<file path="src/rtl/lpif_tx_scheduler.sv">
// LPIF transmit scheduler: arbitrates whole packets from a TLP requester and a
// DLLP requester onto one LPIF transmit bus. DLLPs win unless a pending TLP has
// already waited out MAX_DLLP_BURST DLLP grants. Beat sop/eop become per-byte
// start/end markers. In-flight packets are drained when the link drops.
module lpif_tx_scheduler #(
  parameter int         LPIF_BUS_WIDTH = 32,
  parameter int         MAX_DLLP_BURST = 4,
  parameter logic [3:0] ACTIVE_STS     = 4'h1
) (
  input  logic                        lclk,
  input  logic                        reset,
  input  logic                        tlp_valid,
  output logic                        tlp_ready,
  input  logic [LPIF_BUS_WIDTH-1:0]   tlp_data,
  input  logic [LPIF_BUS_WIDTH/8-1:0] tlp_bvalid,
  input  logic                        tlp_sop,
  input  logic                        tlp_eop,
  input  logic                        dllp_valid,
  output logic                        dllp_ready,
  input  logic [LPIF_BUS_WIDTH-1:0]   dllp_data,
  input  logic [LPIF_BUS_WIDTH/8-1:0] dllp_bvalid,
  input  logic                        dllp_sop,
  input  logic                        dllp_eop,
  input  logic                        pl_linkup,
  input  logic [3:0]                  pl_state_sts,
  input  logic                        pl_trdy,
  output logic                        lp_irdy,
  output logic [LPIF_BUS_WIDTH-1:0]   lp_data,
  output logic [LPIF_BUS_WIDTH/8-1:0] lp_valid,
  output logic [LPIF_BUS_WIDTH/8-1:0] lp_tlp_start,
  output logic [LPIF_BUS_WIDTH/8-1:0] lp_tlp_end,
  output logic [LPIF_BUS_WIDTH/8-1:0] lp_dllp_start,
  output logic [LPIF_BUS_WIDTH/8-1:0] lp_dllp_end,
  output logic [LPIF_BUS_WIDTH/8-1:0] lp_tlpedb,
  output logic                        pkt_drop
);

  localparam int NB    = LPIF_BUS_WIDTH / 8;
  localparam int CNT_W = $clog2(MAX_DLLP_BURST + 1);
  localparam logic [CNT_W-1:0] CNT_MAX = CNT_W'(MAX_DLLP_BURST);

  typedef enum logic [1:0] {
    ST_IDLE  = 2'd0,
    ST_TLP   = 2'd1,
    ST_DLLP  = 2'd2,
    ST_DRAIN = 2'd3
  } state_t;

  state_t           state, state_nxt;
  logic             gnt_dllp, gnt_dllp_nxt;
  logic [CNT_W-1:0] cnt, cnt_nxt;

  logic             load_en;
  logic             link_ok;
  logic             ld;
  logic             ld_dllp;
  logic             flush;
  logic             drop;

  logic [LPIF_BUS_WIDTH-1:0] beat_data;
  logic [NB-1:0]             beat_bv;
  logic                      beat_sop;
  logic                      beat_eop;

  // Start marker always sits on lane 0 of the first beat.
  function automatic logic [NB-1:0] start_mark(input logic sop);
    logic [NB-1:0] m;
    m    = '0;
    m[0] = sop;
    return m;
  endfunction

  // End marker is the highest valid lane of the last beat (mask is contiguous).
  function automatic logic [NB-1:0] end_mark(input logic [NB-1:0] bv, input logic eop);
    logic [NB-1:0] m;
    m = '0;
    if (eop) begin
      for (int i = 0; i < NB; i++) begin
        if (bv[i]) begin
          m    = '0;
          m[i] = 1'b1;
        end
      end
    end
    return m;
  endfunction

  assign load_en   = !lp_irdy || pl_trdy;
  assign link_ok   = pl_linkup && (pl_state_sts == ACTIVE_STS);
  assign lp_tlpedb = '0;

  assign beat_data = ld_dllp ? dllp_data   : tlp_data;
  assign beat_bv   = ld_dllp ? dllp_bvalid : tlp_bvalid;
  assign beat_sop  = ld_dllp ? dllp_sop    : tlp_sop;
  assign beat_eop  = ld_dllp ? dllp_eop    : tlp_eop;

  // Arbitration / packet tracking: next state, requester readies, load and drain controls.
  always_comb begin
    state_nxt    = state;
    gnt_dllp_nxt = gnt_dllp;
    cnt_nxt      = cnt;
    tlp_ready    = 1'b0;
    dllp_ready   = 1'b0;
    ld           = 1'b0;
    ld_dllp      = 1'b0;
    flush        = 1'b0;
    drop         = 1'b0;
    case (state)
      ST_IDLE: begin
        // Orphan beats (no sop) are swallowed while nothing is open.
        tlp_ready  = tlp_valid && !tlp_sop;
        dllp_ready = dllp_valid && !dllp_sop;
        if (!tlp_valid) cnt_nxt = '0;
        if (link_ok && load_en) begin
          if (dllp_valid && dllp_sop && (!tlp_valid || cnt < CNT_MAX)) begin
            dllp_ready   = 1'b1;
            ld           = 1'b1;
            ld_dllp      = 1'b1;
            gnt_dllp_nxt = 1'b1;
            if (tlp_valid && cnt != CNT_MAX) cnt_nxt = cnt + 1'b1;
            if (!dllp_eop) state_nxt = ST_DLLP;
          end else if (tlp_valid && tlp_sop) begin
            tlp_ready    = 1'b1;
            ld           = 1'b1;
            gnt_dllp_nxt = 1'b0;
            cnt_nxt      = '0;
            if (!tlp_eop) state_nxt = ST_TLP;
          end
        end
      end
      ST_TLP: begin
        if (!pl_linkup) begin
          tlp_ready = 1'b1;
          flush     = 1'b1;
          if (tlp_valid && tlp_eop) begin
            drop      = 1'b1;
            state_nxt = ST_IDLE;
          end else begin
            state_nxt = ST_DRAIN;
          end
        end else begin
          tlp_ready = load_en;
          ld        = tlp_valid && load_en;
          if (tlp_valid && load_en && tlp_eop) state_nxt = ST_IDLE;
        end
      end
      ST_DLLP: begin
        ld_dllp = 1'b1;
        if (!pl_linkup) begin
          dllp_ready = 1'b1;
          flush      = 1'b1;
          if (dllp_valid && dllp_eop) begin
            drop      = 1'b1;
            state_nxt = ST_IDLE;
          end else begin
            state_nxt = ST_DRAIN;
          end
        end else begin
          dllp_ready = load_en;
          ld         = dllp_valid && load_en;
          if (dllp_valid && load_en && dllp_eop) state_nxt = ST_IDLE;
        end
      end
      ST_DRAIN: begin
        flush = 1'b1;
        if (gnt_dllp) begin
          dllp_ready = 1'b1;
          if (dllp_valid && dllp_eop) begin
            drop      = 1'b1;
            state_nxt = ST_IDLE;
          end
        end else begin
          tlp_ready = 1'b1;
          if (tlp_valid && tlp_eop) begin
            drop      = 1'b1;
            state_nxt = ST_IDLE;
          end
        end
      end
      default: state_nxt = ST_IDLE;
    endcase
  end

  // Control state: FSM, granted requester, DLLP burst counter, drop pulse.
  always_ff @(posedge lclk) begin
    if (reset) begin
      state    <= ST_IDLE;
      gnt_dllp <= 1'b0;
      cnt      <= '0;
      pkt_drop <= 1'b0;
    end else begin
      state    <= state_nxt;
      gnt_dllp <= gnt_dllp_nxt;
      cnt      <= cnt_nxt;
      pkt_drop <= drop;
    end
  end

  // Output register: loads accepted beats with their markers, holds under backpressure.
  always_ff @(posedge lclk) begin
    if (reset || flush) begin
      lp_irdy       <= 1'b0;
      lp_data       <= '0;
      lp_valid      <= '0;
      lp_tlp_start  <= '0;
      lp_tlp_end    <= '0;
      lp_dllp_start <= '0;
      lp_dllp_end   <= '0;
    end else if (load_en) begin
      if (ld) begin
        lp_irdy  <= 1'b1;
        lp_data  <= beat_data;
        lp_valid <= beat_bv;
        if (ld_dllp) begin
          lp_tlp_start  <= '0;
          lp_tlp_end    <= '0;
          lp_dllp_start <= start_mark(beat_sop);
          lp_dllp_end   <= end_mark(beat_bv, beat_eop);
        end else begin
          lp_tlp_start  <= start_mark(beat_sop);
          lp_tlp_end    <= end_mark(beat_bv, beat_eop);
          lp_dllp_start <= '0;
          lp_dllp_end   <= '0;
        end
      end else begin
        lp_irdy       <= 1'b0;
        lp_valid      <= '0;
        lp_tlp_start  <= '0;
        lp_tlp_end    <= '0;
        lp_dllp_start <= '0;
        lp_dllp_end   <= '0;
      end
    end
  end

endmodule

</file>
<file path="config.mk">
export PLATFORM = sky130hd
export DESIGN_NAME = lpif_tx_scheduler
export DESIGN_NICKNAME = d
export VERILOG_FILES = /design/src/rtl/lpif_tx_scheduler.sv
export SDC_FILE = /design/constraint.sdc
export NUM_CORES = 1
export LEC_CHECK = 0
export BUFFER_PORTS_ARGS = -buffer_cell sky130_fd_sc_hd__buf_2
export CAP_MARGIN = 20
export CORE_AREA = 2 2 80 82
export DETAILED_ROUTE_END_ITERATION = 8
export DIE_AREA = 0 0 82 84
export GPL_TIMING_DRIVEN = 0
export PLACE_DENSITY_LB_ADDON = 0.2
export SLEW_MARGIN = 20
export SYNTH_ARGS = -nofsm -noshare
export SYNTH_HDL_FRONTEND = slang
export SYNTH_SLANG_ARGS = --single-unit
</file>
<file path="constraint.sdc">
create_clock -name lclk -period 4.5 [get_ports lclk]
set_input_delay 0.225 -clock lclk [delete_from_list [all_inputs] [get_ports lclk]]
set_output_delay 0.225 -clock lclk [all_outputs]
set_load 0.02 [all_outputs]
</file>
==> flow_results.xml, run 1 <==
<?xml version="1.0" encoding="UTF-8"?>
<metrics>
  <group name="sta">
    <metric name="fin_crit" unit="ns">2.58</metric>
    <metric name="rsz0062_at_grt" unit="">no</metric>
    <metric name="final.setup.worst_slack" unit="ns">1.92</metric>
    <metric name="min_period_over_period" unit="">0.574</metric>
    <metric name="setup_violations" unit="">0</metric>
    <metric name="max_clock_freq" unit="MHz">387</metric>
    <metric name="finalClockSkew" unit="ns">0.0140</metric>
    <metric name="timing_worst_slew_pin_value" unit="ns">0.658</metric>
    <metric name="setup_total_negative_slack" unit="ns">0</metric>
    <metric name="finalHoldViolCount" unit="">0</metric>
    <metric name="final-max-slew-violation-count" unit="">0</metric>
    <metric name="timing.slew.headroom" unit="">0.562</metric>
  </group>
  <group name="floorplan">
    <metric name="rows" unit="">29</metric>
    <metric name="die_area" unit="sq um">6890</metric>
    <metric name="fp.dieH" unit="microns">84</metric>
    <metric name="initial_core_utilization" unit="">0.473</metric>
    <metric name="boundaryPins" unit="">146</metric>
    <metric name="placeableCoreArea" unit="sq um">6100</metric>
    <metric name="die_w" unit="microns">82</metric>
  </group>
  <group name="min_path">
    <metric name="hp-class" unit="">in2reg</metric>
    <metric name="min_to" unit="">lp_tlp_end[1]</metric>
    <metric name="worst_hold_path.num_cells" unit="">2</metric>
    <metric name="hp-start" unit="">tlp_bvalid[1]</metric>
  </group>
  <group name="detailed_routing">
    <metric name="route.detailed.drc" unit="">0</metric>
    <metric name="post_drt_via_cell_ratio" unit="">5.27</metric>
    <metric name="dr.first_iter.drc_count" unit="">153</metric>
    <metric name="avgRoutedWirePerCell" unit="microns">14.3</metric>
    <metric name="drt_pass1_iterations" unit="">4</metric>
    <metric name="dr_total_vias" unit="">3004</metric>
    <metric name="wirelength" unit="microns">8160</metric>
    <metric name="detail-route-antenna-nets" unit="">0</metric>
  </group>
  <group name="cells_and_area">
    <metric name="mostFrequentLayoutCell" unit="">sky130_fd_sc_hd__buf_2</metric>
    <metric name="final_layout_net_count" unit="">584</metric>
    <metric name="final_cells" unit="">570</metric>
    <metric name="drive_gt1_frac" unit="">0.400</metric>
    <metric name="areaGrowthSynthToFinish" unit="%">30.8</metric>
    <metric name="mostFrequentLayoutCells" unit="">sky130_fd_sc_hd__buf_2, sky130_fd_sc_hd__nand2_1, sky130_fd_sc_hd__dfxtp_1</metric>
    <metric name="final_core_util" unit="">0.618</metric>
    <metric name="layout.filler_cells" unit="">578</metric>
    <metric name="n_antenna_cell" unit="">0</metric>
  </group>
  <group name="clock_tree">
    <metric name="clkSlewWorstSetupHoldPaths" unit="ns">0.10</metric>
    <metric name="numClockSinks" unit="">54</metric>
    <metric name="post_cts_resize_count" unit="">0</metric>
    <metric name="htree_levels" unit="">2</metric>
    <metric name="worst_skew_pair.late_latency" unit="ns">0.30</metric>
    <metric name="tritoncts" unit="">built</metric>
    <metric name="cts-root-buf" unit="">sky130_fd_sc_hd__clkbuf_8</metric>
    <metric name="post_cts.repair.setup_buffers" unit="">0</metric>
    <metric name="ctsLongestPathBuffers" unit="">2</metric>
    <metric name="number_of_buffers_added_to_fix_hold_violations_after_cts" unit="">0</metric>
    <metric name="cts_buffers" unit="">5</metric>
  </group>
  <group name="placed_design">
    <metric name="dp.final_hpwl" unit="microns">6290</metric>
    <metric name="place_inst" unit="">562</metric>
    <metric name="port_buffers" unit="">134</metric>
    <metric name="place_ws" unit="ns">2.18</metric>
    <metric name="place_congestion" unit="">0.862</metric>
  </group>
  <group name="synthesis">
    <metric name="mappedNetlistArea" unit="sq um">2880</metric>
    <metric name="synth-main-ff-cell" unit="">sky130_fd_sc_hd__dfxtp_1</metric>
    <metric name="yosysTopAreaCell" unit="">sky130_fd_sc_hd__dfxtp_1</metric>
    <metric name="yosys_register_bits" unit="">54</metric>
    <metric name="synthTopCellsByArea" unit="">sky130_fd_sc_hd__dfxtp_1, sky130_fd_sc_hd__nand2_1, sky130_fd_sc_hd__a311oi_1, sky130_fd_sc_hd__nor2_1, sky130_fd_sc_hd__buf_4</metric>
    <metric name="yosysSeqAreaShare" unit="">0.375</metric>
    <metric name="postSynth.asyncResetShare" unit="">0</metric>
    <metric name="synth.yosys.warnings" unit="">0</metric>
    <metric name="synth-edff-count" unit="">0</metric>
    <metric name="synth.distinct_cells" unit="">52</metric>
    <metric name="synth.top_cell.area_share" unit="">0.375</metric>
    <metric name="synthesis.instances" unit="">342</metric>
    <metric name="syn-mean-instance-area" unit="sq um">8.43</metric>
  </group>
  <group name="critical_path">
    <metric name="critical-path-max-stage-delay" unit="ns">0.40</metric>
    <metric name="critPathRequiredTime" unit="ns">4.28</metric>
    <metric name="cp.arrival" unit="ns">2.36</metric>
    <metric name="startpoint_type" unit="">register</metric>
    <metric name="critical_path.slowest_cell" unit="">sky130_fd_sc_hd__dfxtp_1</metric>
    <metric name="ff2ff_setup_slack" unit="ns">2.15</metric>
    <metric name="worstRegToRegCells" unit="">10</metric>
    <metric name="timing.critical_path.to_type" unit="">output port</metric>
    <metric name="critPathBufInv" unit="">4</metric>
    <metric name="critical-path-top-delay-family" unit="">buffers and inverters</metric>
    <metric name="crit_top_cell" unit="">sky130_fd_sc_hd__buf_4</metric>
    <metric name="timing.critical_path.cells" unit="">inv_1 -&gt; ha_1 -&gt; and4_4 -&gt; or2_1 -&gt; buf_4 -&gt; buf_4 -&gt; a221oi_1 -&gt; nor2_1 -&gt; buf_2</metric>
    <metric name="critical_path_peak_fanout" unit="">10</metric>
    <metric name="timing.rr.start" unit="">state[0]</metric>
    <metric name="critPathKind" unit="">reg2out</metric>
    <metric name="timing.rr.end" unit="">lp_dllp_start[0]</metric>
  </group>
  <group name="pwr">
    <metric name="design_power_total" unit="mW">1.61</metric>
    <metric name="vdd_ir_drop_max" unit="mV">0.176</metric>
    <metric name="p_per_area" unit="nW/um^2">427</metric>
    <metric name="p_leak" unit="nW">1.76</metric>
  </group>
  <group name="run">
    <metric name="max-cap-violations" unit="">0</metric>
  </group>
  <group name="grt">
    <metric name="grt-ovfl-total" unit="">0</metric>
    <metric name="grt_util_all_layers" unit="">0.226</metric>
    <metric name="grt_start_max_net_pins" unit="">17</metric>
    <metric name="first_global_vias" unit="">2827</metric>
    <metric name="grt_antenna_before_repair" unit="">0</metric>
    <metric name="grt_first_pass_wirelength" unit="microns">12500</metric>
  </group>
  <group name="outcome">
    <metric name="outcome" unit="">finished, final reports clean</metric>
  </group>
</metrics>
==> registers in the layout, summed over array words and instances, names as in the netlist, 2 cells and up <==
register / flops
lp_valid: 4
state: 2
lp_tlp_end: 4
cnt: 3
lp_data: 32
lp_dllp_end: 4
==> worst reg2reg max path, stage by stage (launching register included) <==
cell and delay [ns]:
sky130_fd_sc_hd__dfxtp_1 0.35, sky130_fd_sc_hd__inv_1 0.10, sky130_fd_sc_hd__ha_1 0.34, sky130_fd_sc_hd__mux2_2 0.38, sky130_fd_sc_hd__a32o_1 0.19, sky130_fd_sc_hd__and3_1 0.18
sky130_fd_sc_hd__buf_6 0.13, sky130_fd_sc_hd__buf_8 0.14, sky130_fd_sc_hd__buf_8 0.15, sky130_fd_sc_hd__a32oi_1 0.21, sky130_fd_sc_hd__nor2_1 0.05
==> layout make-up <==
class | instances | area (sq um) | share of cell area
multi-input combinational | 251 | 1540 | 0.408
inverter | 9 | 33.8 | 0.00896
buffer | 37 | 263 | 0.0697
timing repair buffer | 134 | 671 | 0.178
tap | 77 | 96.3 | 0.0256
sequential | 54 | 1080 | 0.287
clock inverter | 2 | 13.8 | 0.00365
clock buffer | 6 | 72.6 | 0.0192
==> per-stage QoR <==
| step | area (sq um) | hold WS, ns |
|---|---|---|
| 2_1_floorplan | 2920 | 0.351 |
| 3_3_place_gp | 3680 | 0.436 |
| 3_5_place_dp | 3680 | 0.444 |
| 4_1_cts | 3770 | 0.139 |
| 5_1_grt | 3770 | 0.139 |
| 6_report | 3770 | 0.146 |
==> synth_stat cells, types with 3 or more instances <==
master,count
sky130_fd_sc_hd__nand2_1,78
sky130_fd_sc_hd__dfxtp_1,54
sky130_fd_sc_hd__nor2_1,43
sky130_fd_sc_hd__a311oi_1,27
sky130_fd_sc_hd__buf_4,15
sky130_fd_sc_hd__a21oi_1,9
sky130_fd_sc_hd__inv_1,9
sky130_fd_sc_hd__clkbuf_1,8
sky130_fd_sc_hd__a22oi_1,7
sky130_fd_sc_hd__a311oi_2,7
sky130_fd_sc_hd__nor2_2,7
sky130_fd_sc_hd__buf_2,6
sky130_fd_sc_hd__ha_1,6
sky130_fd_sc_hd__and3_1,5
sky130_fd_sc_hd__buf_6,5
sky130_fd_sc_hd__o21ai_0,5
sky130_fd_sc_hd__mux2_2,4
sky130_fd_sc_hd__a32o_1,3
sky130_fd_sc_hd__nand4_1,3
==> how the worst max path moves through the flow <==
| stage | cells after the start | slack (ns) | start | endpoint |
|---|---|---|---|---|
| 6_report | 9 | 1.92 | state[1] | dllp_ready |
| 4_1_cts | 9 | 1.91 | state[0] | dllp_ready |
| 3_5_place_dp | 10 | 2.18 | state[0] | lp_dllp_start[0] |
| 3_3_place_gp | 10 | 2.20 | state[0] | lp_dllp_start[0] |
| 2_1_floorplan | 10 | 2.40 | state[0] | lp_dllp_start[0] |
| 5_1_grt | 9 | 1.78 | state[1] | dllp_ready |
==> cells by family (layout without fill, tap and decap cells) <==
logic type      Yosys count  in the layout  share of synthesized area
simple gates            154            154                      0.241
mux                       5              5                     0.0191
buf+inv                  46            188                      0.103
compound gates           76             76                      0.235
other cells               1             10                    0.00130
flops                    54             54                      0.375
fa+ha+maj                 6              6                     0.0260
==> metal layers <==
layer / GRT usage / wire, microns
met1: 0.262 / 3320
met2: 0.408 / 4090
met3: 0.0455 / 600
met4: 0.0667 / 153
met5: 0 / 0
==> where the power goes <==
part	internal, mW	total (mW)	switching [mW]	leakage [nW]
Sequential	0.561	0.606	0.0452	0.438
Combinational	0.283	0.733	0.450	1.28
Clock	0.110	0.271	0.160	0.0452
(Power assumes the default switching activity.)
==> run 2, diff against run 1 <==
--- a/config.mk
+++ b/config.mk
@@ -5,11 +5,12 @@
 export SDC_FILE = /design/constraint.sdc
 export NUM_CORES = 1
 export LEC_CHECK = 0
+export ABC_AREA = 1
 export BUFFER_PORTS_ARGS = -buffer_cell sky130_fd_sc_hd__buf_2
 export CAP_MARGIN = 20
-export CORE_AREA = 2 2 80 82
+export CORE_AREA = 2 2 85 87
 export DETAILED_ROUTE_END_ITERATION = 8
-export DIE_AREA = 0 0 82 84
+export DIE_AREA = 0 0 87 89
 export GPL_TIMING_DRIVEN = 0
 export PLACE_DENSITY_LB_ADDON = 0.2
 export SLEW_MARGIN = 20
==> constraint.sdc (replaced) <==
create_clock -name lclk -period 2.31 [get_ports lclk]
set_input_delay 0.1155 -clock lclk [delete_from_list [all_inputs] [get_ports lclk]]
set_output_delay 0.1155 -clock lclk [all_outputs]
set_load 0.02 [all_outputs]
==> run 2 against run 1 <==
  * Cell count is 8.6% higher
  * Sequential share of layout area is 0.82 points higher
  * Clock power is 120% higher
  * Critical endpoint unchanged
  * Largest power group unchanged
==> flow_results.xml, run 2 <==
<?xml version="1.0" encoding="UTF-8"?>
<metrics>
  <group name="outcome">
    <metric name="outcome" unit="">finished, final reports clean</metric>
  </group>
  <group name="sta">
    <metric name="max_clock_freq" unit="MHz">469</metric>
    <metric name="setup_violations" unit="">0</metric>
    <metric name="rsz0062_at_grt" unit="">no</metric>
    <metric name="finalClockSkew" unit="ns">0.00420</metric>
    <metric name="setup_total_negative_slack" unit="ns">0</metric>
    <metric name="min_period_over_period" unit="">0.923</metric>
    <metric name="fin_crit" unit="ns">2.13</metric>
    <metric name="final-max-slew-violation-count" unit="">0</metric>
    <metric name="finalHoldViolCount" unit="">0</metric>
  </group>
  <group name="cells_and_area">
    <metric name="final_cells" unit="">619</metric>
    <metric name="largest_register_ffs" unit="">32</metric>
    <metric name="mostFrequentLayoutCell" unit="">sky130_fd_sc_hd__nand2_1</metric>
    <metric name="areaGrowthSynthToFinish" unit="%">33.3</metric>
    <metric name="layout.filler_cells" unit="">692</metric>
    <metric name="drive_gt1_frac" unit="">0.334</metric>
    <metric name="mostFrequentLayoutCells" unit="">sky130_fd_sc_hd__nand2_1, sky130_fd_sc_hd__buf_2, sky130_fd_sc_hd__dfxtp_1</metric>
    <metric name="n_antenna_cell" unit="">0</metric>
    <metric name="final_layout_net_count" unit="">630</metric>
    <metric name="registers.top_by_ff_count" unit="">lp_data</metric>
    <metric name="final_core_util" unit="">0.545</metric>
  </group>
  <group name="clock_tree">
    <metric name="cts-root-buf" unit="">sky130_fd_sc_hd__clkbuf_8</metric>
    <metric name="cts_buffers" unit="">5</metric>
    <metric name="tritoncts" unit="">built</metric>
    <metric name="htree_levels" unit="">2</metric>
    <metric name="clkSlewWorstSetupHoldPaths" unit="ns">0.10</metric>
    <metric name="post_cts.repair.setup_buffers" unit="">0</metric>
    <metric name="worst_skew_pair.late_latency" unit="ns">0.30</metric>
    <metric name="numClockSinks" unit="">54</metric>
    <metric name="ctsLongestPathBuffers" unit="">2</metric>
  </group>
  <group name="synthesis">
    <metric name="yosysMostFrequentCell" unit="">sky130_fd_sc_hd__nand2_1</metric>
    <metric name="mappedNetlistArea" unit="sq um">2750</metric>
    <metric name="synthTopCellsByCount" unit="">sky130_fd_sc_hd__nand2_1, sky130_fd_sc_hd__dfxtp_1, sky130_fd_sc_hd__a31oi_1, sky130_fd_sc_hd__a21oi_1, sky130_fd_sc_hd__inv_1</metric>
    <metric name="yosysTopAreaCell" unit="">sky130_fd_sc_hd__dfxtp_1</metric>
    <metric name="synthTopCellsByArea" unit="">sky130_fd_sc_hd__dfxtp_1, sky130_fd_sc_hd__nand2_1, sky130_fd_sc_hd__a31oi_1, sky130_fd_sc_hd__a21oi_1, sky130_fd_sc_hd__buf_4</metric>
    <metric name="synth.top_cell.area_share" unit="">0.393</metric>
    <metric name="yosysSeqAreaShare" unit="">0.393</metric>
    <metric name="synth-edff-count" unit="">0</metric>
    <metric name="synth.yosys.warnings" unit="">0</metric>
    <metric name="syn-mean-instance-area" unit="sq um">7.08</metric>
    <metric name="synth-main-ff-cell" unit="">sky130_fd_sc_hd__dfxtp_1</metric>
    <metric name="postSynth.asyncResetShare" unit="">0</metric>
    <metric name="yosys_register_bits" unit="">54</metric>
    <metric name="synthesis.instances" unit="">388</metric>
    <metric name="synth.distinct_cells" unit="">33</metric>
  </group>
  <group name="detailed_routing">
    <metric name="detail-route-antenna-nets" unit="">0</metric>
    <metric name="post_drt_via_cell_ratio" unit="">4.84</metric>
    <metric name="route.detailed.drc" unit="">0</metric>
    <metric name="avgRoutedWirePerCell" unit="microns">13.1</metric>
    <metric name="dr_total_vias" unit="">2995</metric>
    <metric name="dr.first_iter.drc_count" unit="">125</metric>
    <metric name="drt_pass1_iterations" unit="">5</metric>
    <metric name="wirelength" unit="microns">8080</metric>
  </group>
  <group name="pwr">
    <metric name="switching_share" unit="">0.410</metric>
    <metric name="p_leak" unit="nW">1.73</metric>
    <metric name="power_frac_clock" unit="">0.199</metric>
    <metric name="sequentialPowerShare" unit="">0.374</metric>
    <metric name="design_power_total" unit="mW">2.98</metric>
    <metric name="net_load_switching_power" unit="mW">1.22</metric>
    <metric name="vdd_ir_drop_max" unit="mV">0.338</metric>
    <metric name="p_per_area" unit="nW/um^2">814</metric>
    <metric name="intPower" unit="mW">1.76</metric>
    <metric name="comb_power_share" unit="">0.426</metric>
  </group>
  <group name="placed_design">
    <metric name="place_inst" unit="">611</metric>
    <metric name="dp.final_hpwl" unit="microns">6270</metric>
    <metric name="port_buffers" unit="">134</metric>
    <metric name="place_congestion" unit="">0.863</metric>
  </group>
  <group name="floorplan">
    <metric name="fp.dieH" unit="microns">89</metric>
    <metric name="boundaryPins" unit="">146</metric>
    <metric name="die_w" unit="microns">87</metric>
    <metric name="placeableCoreArea" unit="sq um">6720</metric>
    <metric name="die_area" unit="sq um">7740</metric>
    <metric name="initial_core_utilization" unit="">0.409</metric>
    <metric name="rows" unit="">30</metric>
  </group>
  <group name="critical_path">
    <metric name="cp.arrival" unit="ns">2.02</metric>
    <metric name="ff2ff_setup_slack" unit="ns">0.22</metric>
    <metric name="timing.rr.start" unit="">state[0]</metric>
    <metric name="critPathKind" unit="">reg2out</metric>
    <metric name="timing.critical_path.to_type" unit="">output port</metric>
    <metric name="timing.rr.end" unit="">lp_data[11]</metric>
    <metric name="critPathRequiredTime" unit="ns">2.19</metric>
    <metric name="startpoint_type" unit="">register</metric>
    <metric name="worstRegToRegCells" unit="">10</metric>
    <metric name="critical_path_peak_fanout" unit="">10</metric>
  </group>
  <group name="grt">
    <metric name="grt_antenna_before_repair" unit="">0</metric>
    <metric name="grt-ovfl-total" unit="">0</metric>
    <metric name="first_global_vias" unit="">2801</metric>
    <metric name="grt_util_all_layers" unit="">0.208</metric>
    <metric name="grt_start_max_net_pins" unit="">17</metric>
    <metric name="grt_first_pass_wirelength" unit="microns">12800</metric>
  </group>
  <group name="min_path">
    <metric name="worst_hold_path.num_cells" unit="">2</metric>
    <metric name="hp-start" unit="">reset</metric>
    <metric name="hp-class" unit="">in2reg</metric>
    <metric name="min_to" unit="">gnt_dllp</metric>
  </group>
  <group name="run">
    <metric name="max-cap-violations" unit="">0</metric>
  </group>
</metrics>
[run 2: changes by cell type in the layout (fill, tap and decap cells not counted), sizes merged, moves of 7 or more]
cell,delta
nand2,+81
a311oi,-33
nor2,-30
a31oi,+29
a21oi,+18
inv,+15
nand3,+12
buf,-8
a22oi,-7
[run 2: kinds of logic (layout without fill, tap and decap cells)]
group | Yosys count | after routing | synth area share
XOR/XNOR | 1 | 1 | 0.00319
AO/OA/AOI/OAI | 77 | 77 | 0.165
adder cells (fa/ha/maj) | 6 | 6 | 0.0273
other | 1 | 10 | 0.00136
buffers and inverters | 51 | 193 | 0.0965
flip-flops | 54 | 54 | 0.393
AND/OR/NAND/NOR | 198 | 198 | 0.314
[run 2: worst max path at each step]
stage / start / cells after the start / to
final: state[0] / 10 / dllp_ready
after global routing: state[0] / 10 / lp_data[4]
after CTS: state[0] / 7 / lp_valid[3]
after detailed placement: state[0] / 7 / lp_valid[3]
after global placement: state[0] / 7 / lp_data[10]
after floorplan: state[0] / 12 / lp_tlp_end[2]
[run 2: layout make-up]
class / count / area, sq um / area share
multi-input combinational: 292 / 1440 / 0.392
clock inverter: 1 / 8.76 / 0.00239
inverter: 24 / 90.1 / 0.0246
sequential: 54 / 1080 / 0.295
tap: 80 / 100 / 0.0273
timing repair buffer: 134 / 673 / 0.184
buffer: 27 / 179 / 0.0488
clock buffer: 7 / 96.3 / 0.0263
[run 2: what timing repair did]
action                                 CTS  global route
hold buffers                             0             0
setup endpoints to repair                0            35
resized for setup                        0             5
endpoints found under the hold margin    0             0
[run 2: power by group through the flow]
stage / clock, mW / sequential, mW / combinational [mW]
final: 0.595 / 1.12 / 1.27
after global routing: 0.643 / 1.13 / 1.41
after CTS: 0.615 / 1.12 / 1.26
after detailed placement: 0 / 1.13 / 1.26
after global placement: 0 / 1.13 / 1.25
after floorplan: 0 / 1.23 / 0.767
[run 2: worst max-delay path, stage by stage, from the launching register on]
cell	delay (ns)
sky130_fd_sc_hd__dfxtp_1	0.35
sky130_fd_sc_hd__inv_1	0.09
sky130_fd_sc_hd__ha_1	0.16
sky130_fd_sc_hd__buf_4	0.18
sky130_fd_sc_hd__inv_2	0.11
sky130_fd_sc_hd__nor2_4	0.15
sky130_fd_sc_hd__nand2_2	0.11
sky130_fd_sc_hd__nand2_4	0.17
sky130_fd_sc_hd__nand2_1	0.07
sky130_fd_sc_hd__a21oi_1	0.16
sky130_fd_sc_hd__buf_4	0.17
[run 2: metal layers]
layer	part of all wire	wire length, microns	track usage
met4	0.0031	25	0.0469
met5	0	0	0
met2	0.46	3690	0.359
met3	0.088	711	0.0637
met1	0.45	3650	0.256
[run 2: through the flow]
stage / setup slack [ns] / hold slack (ns) / cell area [sq um]
6_report: 0.178 / 0.0190 / 3660
5_1_grt: 0.0230 / 0.0156 / 3660
4_1_cts: 0.0175 / 0.0108 / 3660
3_5_place_dp: 0.0587 / 0.345 / 3550
3_3_place_gp: 0.0987 / 0.353 / 3550
2_1_floorplan: 0.549 / 0.185 / 2780
